`src/rtl/dmem_lsu_if.sv`:
```
// dmem_lsu_if: the bus bundle of the load/store unit.
//   Request channel  : req_valid/req_ready handshake, req_we, req_funct3,
//                      req_addr (byte address), req_wdata (right-aligned).
//   Response channel : rsp_valid/rsp_ready handshake, rsp_rdata, rsp_err.
//   Memory port      : mem_we, mem_a (word index), mem_wd, mem_rd
//                      (combinational read data for mem_a).
// The slave modport is the unit itself; the master modport is its
// environment (the core's memory stage together with the data memory).
interface dmem_lsu_if;
  logic        req_valid;
  logic        req_ready;
  logic        req_we;
  logic [2:0]  req_funct3;
  logic [31:0] req_addr;
  logic [31:0] req_wdata;

  logic        rsp_valid;
  logic        rsp_ready;
  logic [31:0] rsp_rdata;
  logic        rsp_err;

  logic        mem_we;
  logic [31:0] mem_a;
  logic [31:0] mem_wd;
  logic [31:0] mem_rd;

  modport master (
    output req_valid, req_we, req_funct3, req_addr, req_wdata,
    output rsp_ready, mem_rd,
    input  req_ready, rsp_valid, rsp_rdata, rsp_err,
    input  mem_we, mem_a, mem_wd
  );

  modport slave (
    input  req_valid, req_we, req_funct3, req_addr, req_wdata,
    input  rsp_ready, mem_rd,
    output req_ready, rsp_valid, rsp_rdata, rsp_err,
    output mem_we, mem_a, mem_wd
  );
endinterface

```
`src/rtl/dmem_lsu.sv`:
```
// dmem_lsu: load/store unit in front of a single-port, word-addressed data
// memory of MEM_SIZE 32-bit words.
//   clk   : rising-edge clock
//   reset : asynchronous, active-high
//   bus   : dmem_lsu_if.slave
//     req_*  byte-addressed RISC-V load/store request (valid/ready)
//     rsp_*  response with extended load data and error flag (valid/ready)
//     mem_*  word access to the data memory
// Loads take one memory cycle, word stores one write cycle, and byte or
// halfword stores a read cycle followed by a merged write cycle. Malformed
// requests (misaligned, out of range, illegal funct3) go straight to the
// response with rsp_err set and never touch the memory.
// Every output is a register, so nothing on req_* or rsp_ready reaches an
// output combinationally.
module dmem_lsu #(
  parameter int MEM_SIZE = 64
) (
  input  logic     clk,
  input  logic     reset,
  dmem_lsu_if.slave bus
);

  localparam logic [29:0] MEM_WORDS = 30'(MEM_SIZE);

  localparam logic [2:0] F3_B  = 3'b000;
  localparam logic [2:0] F3_H  = 3'b001;
  localparam logic [2:0] F3_W  = 3'b010;
  localparam logic [2:0] F3_BU = 3'b100;
  localparam logic [2:0] F3_HU = 3'b101;

  typedef enum logic [2:0] {
    IDLE,
    LOAD,
    STORE,
    RMW_RD,
    RMW_WR,
    RESP
  } state_t;

  state_t      state;
  logic [2:0]  funct3_q;
  logic [1:0]  lane_q;
  logic [15:0] wdata_q;

  logic        req_ready_q;
  logic        rsp_valid_q;
  logic [31:0] rsp_rdata_q;
  logic        rsp_err_q;
  logic        mem_we_q;
  logic [31:0] mem_a_q;
  logic [31:0] mem_wd_q;

  // Request legality: misaligned H/W access, word index beyond the memory,
  // reserved funct3 encodings, and unsigned sizes used with a store.
  function automatic logic req_error(input logic we, input logic [2:0] f3,
                                     input logic [31:0] addr);
    logic bad_f3;
    logic misaligned;
    logic out_of_range;
    bad_f3       = (f3 == 3'b011) || (f3 == 3'b110) || (f3 == 3'b111) ||
                   (we && f3[2]);
    misaligned   = ((f3[1:0] == 2'b01) && addr[0]) ||
                   ((f3[1:0] == 2'b10) && (addr[1:0] != 2'b00));
    out_of_range = (addr[31:2] >= MEM_WORDS);
    return bad_f3 || misaligned || out_of_range;
  endfunction

  // Pick the addressed byte/halfword out of a little-endian word and extend
  // it to 32 bits according to funct3.
  function automatic logic [31:0] load_extend(input logic [31:0] word,
                                              input logic [2:0] f3,
                                              input logic [1:0] lane);
    logic [31:0]        shifted;
    logic signed [7:0]  byte_s;
    logic signed [15:0] half_s;
    logic [31:0]        result;
    shifted = word >> {lane, 3'b000};
    byte_s  = shifted[7:0];
    half_s  = shifted[15:0];
    case (f3)
      F3_B:    result = {{24{byte_s[7]}}, byte_s};
      F3_H:    result = {{16{half_s[15]}}, half_s};
      F3_BU:   result = {24'h0, shifted[7:0]};
      F3_HU:   result = {16'h0, shifted[15:0]};
      default: result = word;
    endcase
    return result;
  endfunction

  // Replace the addressed byte (half=0) or halfword (half=1) of the old word
  // with the low bits of the store data; the other lanes pass through.
  function automatic logic [31:0] store_merge(input logic [31:0] old_word,
                                              input logic [15:0] wd,
                                              input logic half,
                                              input logic [1:0] lane);
    logic [31:0] mask;
    logic [31:0] data;
    mask = (half ? 32'h0000_FFFF : 32'h0000_00FF) << {lane, 3'b000};
    data = {16'h0, wd} << {lane, 3'b000};
    return (old_word & ~mask) | (data & mask);
  endfunction

  always_ff @(posedge clk or posedge reset) begin
    if (reset) begin
      state       <= IDLE;
      funct3_q    <= 3'b000;
      lane_q      <= 2'b00;
      wdata_q     <= 16'h0;
      req_ready_q <= 1'b1;
      rsp_valid_q <= 1'b0;
      rsp_rdata_q <= 32'h0;
      rsp_err_q   <= 1'b0;
      mem_we_q    <= 1'b0;
      mem_a_q     <= 32'h0;
      mem_wd_q    <= 32'h0;
    end else begin
      case (state)
        // Accept: latch the request and route it.
        IDLE: begin
          if (bus.req_valid) begin
            funct3_q    <= bus.req_funct3;
            lane_q      <= bus.req_addr[1:0];
            wdata_q     <= bus.req_wdata[15:0];
            mem_a_q     <= {2'b00, bus.req_addr[31:2]};
            req_ready_q <= 1'b0;
            rsp_rdata_q <= 32'h0;
            if (req_error(bus.req_we, bus.req_funct3, bus.req_addr)) begin
              rsp_err_q   <= 1'b1;
              rsp_valid_q <= 1'b1;
              state       <= RESP;
            end else begin
              rsp_err_q <= 1'b0;
              if (!bus.req_we) begin
                state <= LOAD;
              end else if (bus.req_funct3 == F3_W) begin
                // Full word: write straight away, no read needed.
                mem_we_q <= 1'b1;
                mem_wd_q <= bus.req_wdata;
                state    <= STORE;
              end else begin
                state <= RMW_RD;
              end
            end
          end
        end

        // Load: memory read data for the latched index is valid now.
        LOAD: begin
          rsp_rdata_q <= load_extend(bus.mem_rd, funct3_q, lane_q);
          rsp_valid_q <= 1'b1;
          state       <= RESP;
        end

        // Word store commits on this edge.
        STORE: begin
          mem_we_q    <= 1'b0;
          mem_wd_q    <= 32'h0;
          rsp_valid_q <= 1'b1;
          state       <= RESP;
        end

        // Sub-word store, read half: capture the old word already merged
        // with the new lane(s); mem_wd is the merge register.
        RMW_RD: begin
          mem_wd_q <= store_merge(bus.mem_rd, wdata_q, funct3_q[0], lane_q);
          mem_we_q <= 1'b1;
          state    <= RMW_WR;
        end

        // Sub-word store, write half commits on this edge.
        RMW_WR: begin
          mem_we_q    <= 1'b0;
          mem_wd_q    <= 32'h0;
          rsp_valid_q <= 1'b1;
          state       <= RESP;
        end

        // Response: hold until the core takes it.
        RESP: begin
          if (bus.rsp_ready) begin
            rsp_valid_q <= 1'b0;
            req_ready_q <= 1'b1;
            state       <= IDLE;
          end
        end

        default: begin
          mem_we_q    <= 1'b0;
          mem_wd_q    <= 32'h0;
          rsp_valid_q <= 1'b0;
          req_ready_q <= 1'b1;
          state       <= IDLE;
        end
      endcase
    end
  end

  assign bus.req_ready = req_ready_q;
  assign bus.rsp_valid = rsp_valid_q;
  assign bus.rsp_rdata = rsp_rdata_q;
  assign bus.rsp_err   = rsp_err_q;
  assign bus.mem_we    = mem_we_q;
  assign bus.mem_a     = mem_a_q;
  assign bus.mem_wd    = mem_wd_q;

endmodule

```
`src/flat_wrapper.sv`:
```
// flat-port wrapper written by rule: the top's interface ports become plain ports
module dmem_lsu_flat 
#(
  parameter int MEM_SIZE = 64
)
  (clk, reset, bus_req_valid, bus_req_we, bus_req_funct3, bus_req_addr, bus_req_wdata, bus_rsp_ready, bus_mem_rd, bus_req_ready, bus_rsp_valid, bus_rsp_rdata, bus_rsp_err, bus_mem_we, bus_mem_a, bus_mem_wd);
  dmem_lsu_if bus_i ();
  input  logic clk;
  input  logic reset;
  input wire logic [$bits(bus_i.req_valid)-1:0] bus_req_valid;
  input wire logic [$bits(bus_i.req_we)-1:0] bus_req_we;
  input wire logic [$bits(bus_i.req_funct3)-1:0] bus_req_funct3;
  input wire logic [$bits(bus_i.req_addr)-1:0] bus_req_addr;
  input wire logic [$bits(bus_i.req_wdata)-1:0] bus_req_wdata;
  input wire logic [$bits(bus_i.rsp_ready)-1:0] bus_rsp_ready;
  input wire logic [$bits(bus_i.mem_rd)-1:0] bus_mem_rd;
  output wire logic [$bits(bus_i.req_ready)-1:0] bus_req_ready;
  output wire logic [$bits(bus_i.rsp_valid)-1:0] bus_rsp_valid;
  output wire logic [$bits(bus_i.rsp_rdata)-1:0] bus_rsp_rdata;
  output wire logic [$bits(bus_i.rsp_err)-1:0] bus_rsp_err;
  output wire logic [$bits(bus_i.mem_we)-1:0] bus_mem_we;
  output wire logic [$bits(bus_i.mem_a)-1:0] bus_mem_a;
  output wire logic [$bits(bus_i.mem_wd)-1:0] bus_mem_wd;
  assign bus_i.req_valid = bus_req_valid;
  assign bus_i.req_we = bus_req_we;
  assign bus_i.req_funct3 = bus_req_funct3;
  assign bus_i.req_addr = bus_req_addr;
  assign bus_i.req_wdata = bus_req_wdata;
  assign bus_i.rsp_ready = bus_rsp_ready;
  assign bus_i.mem_rd = bus_mem_rd;
  assign bus_req_ready = bus_i.req_ready;
  assign bus_rsp_valid = bus_i.rsp_valid;
  assign bus_rsp_rdata = bus_i.rsp_rdata;
  assign bus_rsp_err = bus_i.rsp_err;
  assign bus_mem_we = bus_i.mem_we;
  assign bus_mem_a = bus_i.mem_a;
  assign bus_mem_wd = bus_i.mem_wd;
  dmem_lsu #(.MEM_SIZE(MEM_SIZE)) u_core (.clk(clk), .reset(reset), .bus(bus_i));
endmodule
```
`config.mk`:
```
export PLATFORM = sky130hd
export DESIGN_NAME = dmem_lsu_flat
export DESIGN_NICKNAME = d
export VERILOG_FILES = /design/src/rtl/dmem_lsu_if.sv /design/src/rtl/dmem_lsu.sv /design/src/flat_wrapper.sv
export SDC_FILE = /design/constraint.sdc
export NUM_CORES = 1
export LEC_CHECK = 0
export CORE_ASPECT_RATIO = 0.5
export CORE_UTILIZATION = 51
export DETAILED_ROUTE_END_ITERATION = 12
export GPL_TIMING_DRIVEN = 0
export PLACE_DENSITY = 0.91
export SYNTH_ARGS = -nofsm -noshare
export SYNTH_HDL_FRONTEND = slang
export SYNTH_SLANG_ARGS = --single-unit
```
`constraint.sdc`:
```
create_clock -name clk -period 12.38 [get_ports clk]
set_input_delay 2.476 -clock clk [delete_from_list [all_inputs] [get_ports clk]]
set_output_delay 2.476 -clock clk [all_outputs]
set_load 0.1 [all_outputs]
```
==> flow_summary.ini <==
[placed_design]
port_buffers = 201
dpl-instance-area_um2 = 8627
place_hpwl_mm = 14.79
dp_cells = 941
gp_congestion = 0.9098

[setup_path]
crit_required_ns = 12.68
crit_fanout = 10
crit_path_end_kind = flip-flop
worstPathArrival_ns = 4.87
cp-start-kind = input port
path_class = input port to flip-flop
rrSetupSlack_ns = 10.06

[finish]
final-seq-area_um2 = 3054
multi_input_area_um2 = 3065
layout.nets = 899
synthToLayoutAreaGrowth_pct = 44.34
fin_area_um2 = 9198
fillers = 762
instances_no_fill = 973
drive_above_1_share_pct = 19.18
n_antenna_cell = 0

[timing]
tns_ns = 0
period_share_pct = 36.96
fin_crit_ns = 4.576
rsz0062_at_grt = false
maxClockFrequency_mhz = 218.6
skew_ns = 0.01132
finalMaxSlewViolations = 0
timing.hold.ws_ns = 0.4868
hold_viol_final = 0
relSlewSlack_pct = 30.52
setup_viol = 0
worst_slew_pin_slew_ns = 1.039

[global_routing]
antenna_found_initial = 0
grt_pass1_vias = 5789
grt_usage_pct = 31.43
grt_pass1_wl_mm = 30.59
grt_overflow = 0
grt_start_max_net_pins = 98

[clocking]
cts_buffers = 17
clock_sinks = 122
root_buffer = clkbuf_16
clk_pin_slew_worst_paths_ns = 0.06
max-clock-path-buffers = 2
post_cts_buffers = 0
ctsResizeCount = 0
cts_tree = yes
clkLatencyLatePin_ns = 0.42
cts_hold_repair.buffers = 0
h-tree-depth = 4

[synth]
syn-cell-area_um2 = 6372
synth-simple-area-share_pct = 8.031
synth_cell_type_count = 47
synth_warnings = 0
synth_fa_ha_area_share_pct = 0
synth_mux_area_share_pct = 24.25
yosys_register_bits = 122
yosysSeqAreaShare_pct = 47.93
ys_async_sr_fraction_pct = 100.0
synthFlopType = dfrtp_1
synth-edff-count = 0
synth-compound-area-share_pct = 15.71
synth_xor_xnor_area_share_pct = 0
synth_top_family_by_area = multiplexers
avgSynthCellArea_um2 = 11.12
synthCells = 573

[routing]
firstDrtPassIters = 6
avgRoutedWirePerCell_um = 20.83
vias_per_cell = 6.081
drt_wl_total_mm = 20.27
postRouteAntennaNets = 0
drc_errors = 0
dr.first_iter.drc_count = 630
vias = 5917

[floorplan]
initial_utilization_pct = 53.19
die_area_um2 = 12970
pin_count = 204
fp.coreArea_um2 = 11980
die_w_um = 160.1
rows = 28
die_h_um = 81.04

[min_path]
hold_path.class = flip-flop to flip-flop

[flow_run]
cap_viol_max_count = 0

[outcome]
outcome = complete, no violations
layout by cell type (no fill, tap or decap), types with 2 or more instances in the layout:
master and instances:
a211o_1 8, buf_4 4, clkbuf_1 31, a2bb2oi_1 6, clkinv_2 4, nor2_1 8
a21o_1 2, o2bb2ai_1 7, nand3_1 8, a22o_1 9, buf_6 3, dfrtp_1 121
o21ai_0 35, conb_1 2, mux2_1 2, a22oi_1 7, and3_1 8, clkinvlp_4 2
mux2i_1 43, nand2_1 57, clkdlybuf4s50_1 201, o22ai_1 3, buf_2 13, clkbuf_16 17
mux2_2 95, clkbuf_8 5, nor2b_1 10, inv_1 5, nor4_1 7, o31ai_1 25
a21oi_1 36
cells in the mapped netlist, types with 2 or more instances:
library cell	n	share of area, %
dfrtp_1	121	48
nand2_1	57	3.4
buf_6	3	0.53
buf_4	4	0.47
a22oi_1	7	0.82
o22ai_1	3	0.29
nand3_1	8	0.63
inv_1	6	0.35
mux2i_1	43	6.8
o2bb2ai_1	7	0.96
nor2b_1	10	0.98
a22o_1	9	1.2
o21ai_0	35	2.7
a2bb2oi_1	6	0.82
o31ai_1	25	2.9
nor4_1	7	0.69
a211o_1	8	1.1
clkbuf_1	28	1.6
buf_2	13	1.0
a21o_1	2	0.24
nor2_1	8	0.47
a21oi_1	36	2.8
mux2_2	95	17
and3_1	8	0.79
mux2_1	2	0.35
metal layers:
layer  routed length, um  global-route usage [%]  up-vias
met2                9472                   50.96      395
met5                   0                       0        -
met3                2140                   8.989       92
met1                7974                   39.60     2872
met4                 679                   14.86        0
li1                    -                       -     2558
final timing paths:
check,from,cells after the start,to
hold / removal,u_core.bus.rsp_rdata[26],2,u_core.bus.rsp_rdata[26]
max in group asynchronous,reset,3,u_core.bus.mem_wd[18]
setup / recovery,bus_req_addr[23],6,u_core.bus.mem_wd[8]
setup reg to reg,u_core.state[2],5,u_core.bus.mem_a[2]
min in group asynchronous,reset,2,u_core.bus.mem_a[13]
hold reg to reg,u_core.bus.rsp_rdata[26],2,u_core.bus.rsp_rdata[26]
critical path: stages:
cell and delay [ns]:
clkdlybuf4s50_1 0.43, nor4_1 0.34, nand4_1 0.36, o31ai_4 0.65
buf_6 0.24, mux2_2 0.36
registers in the layout (all words and copies together) (netlist names), 2 cells and up:
signal	count
u_core.funct3_q	3
u_core.wdata_q	16
u_core.bus.mem_a	30
u_core.state	3
u_core.bus.mem_wd	32
u_core.bus.rsp_rdata	32
u_core.lane_q	2
area by class of cell:
| type | count | area share (%) |
|---|---|---|
| Clock inverter | 7 | 0.7074 |
| Tap cell | 165 | 2.245 |
| Buffer | 48 | 2.544 |
| Timing Repair Buffer | 202 | 22.17 |
| Sequential cell | 122 | 33.21 |
| Multi-Input combinational cell | 398 | 33.33 |
| Clock buffer | 25 | 5.496 |
| Inverter | 6 | 0.2993 |
cell families after synthesis:
| group | count (synthesis) |
|---|---|
| AO/OA/AOI/OAI | 149 |
| multiplexers | 141 |
| flip-flops | 122 |
| AND/OR/NAND/NOR | 106 |
| buffers and inverters | 54 |
| other | 1 |
through the flow:
step,utilization (%),setup slack (ns)
finish,76.76,7.804
detailed placement,72.00,7.441
global route,76.76,7.668
CTS,76.76,7.818
floorplan,-,6.663
global placement,71.73,5.012
Power is left out: the tool's default activity adds up to more than one toggle a clock period on the data nets, which glitch-free logic cannot reach.
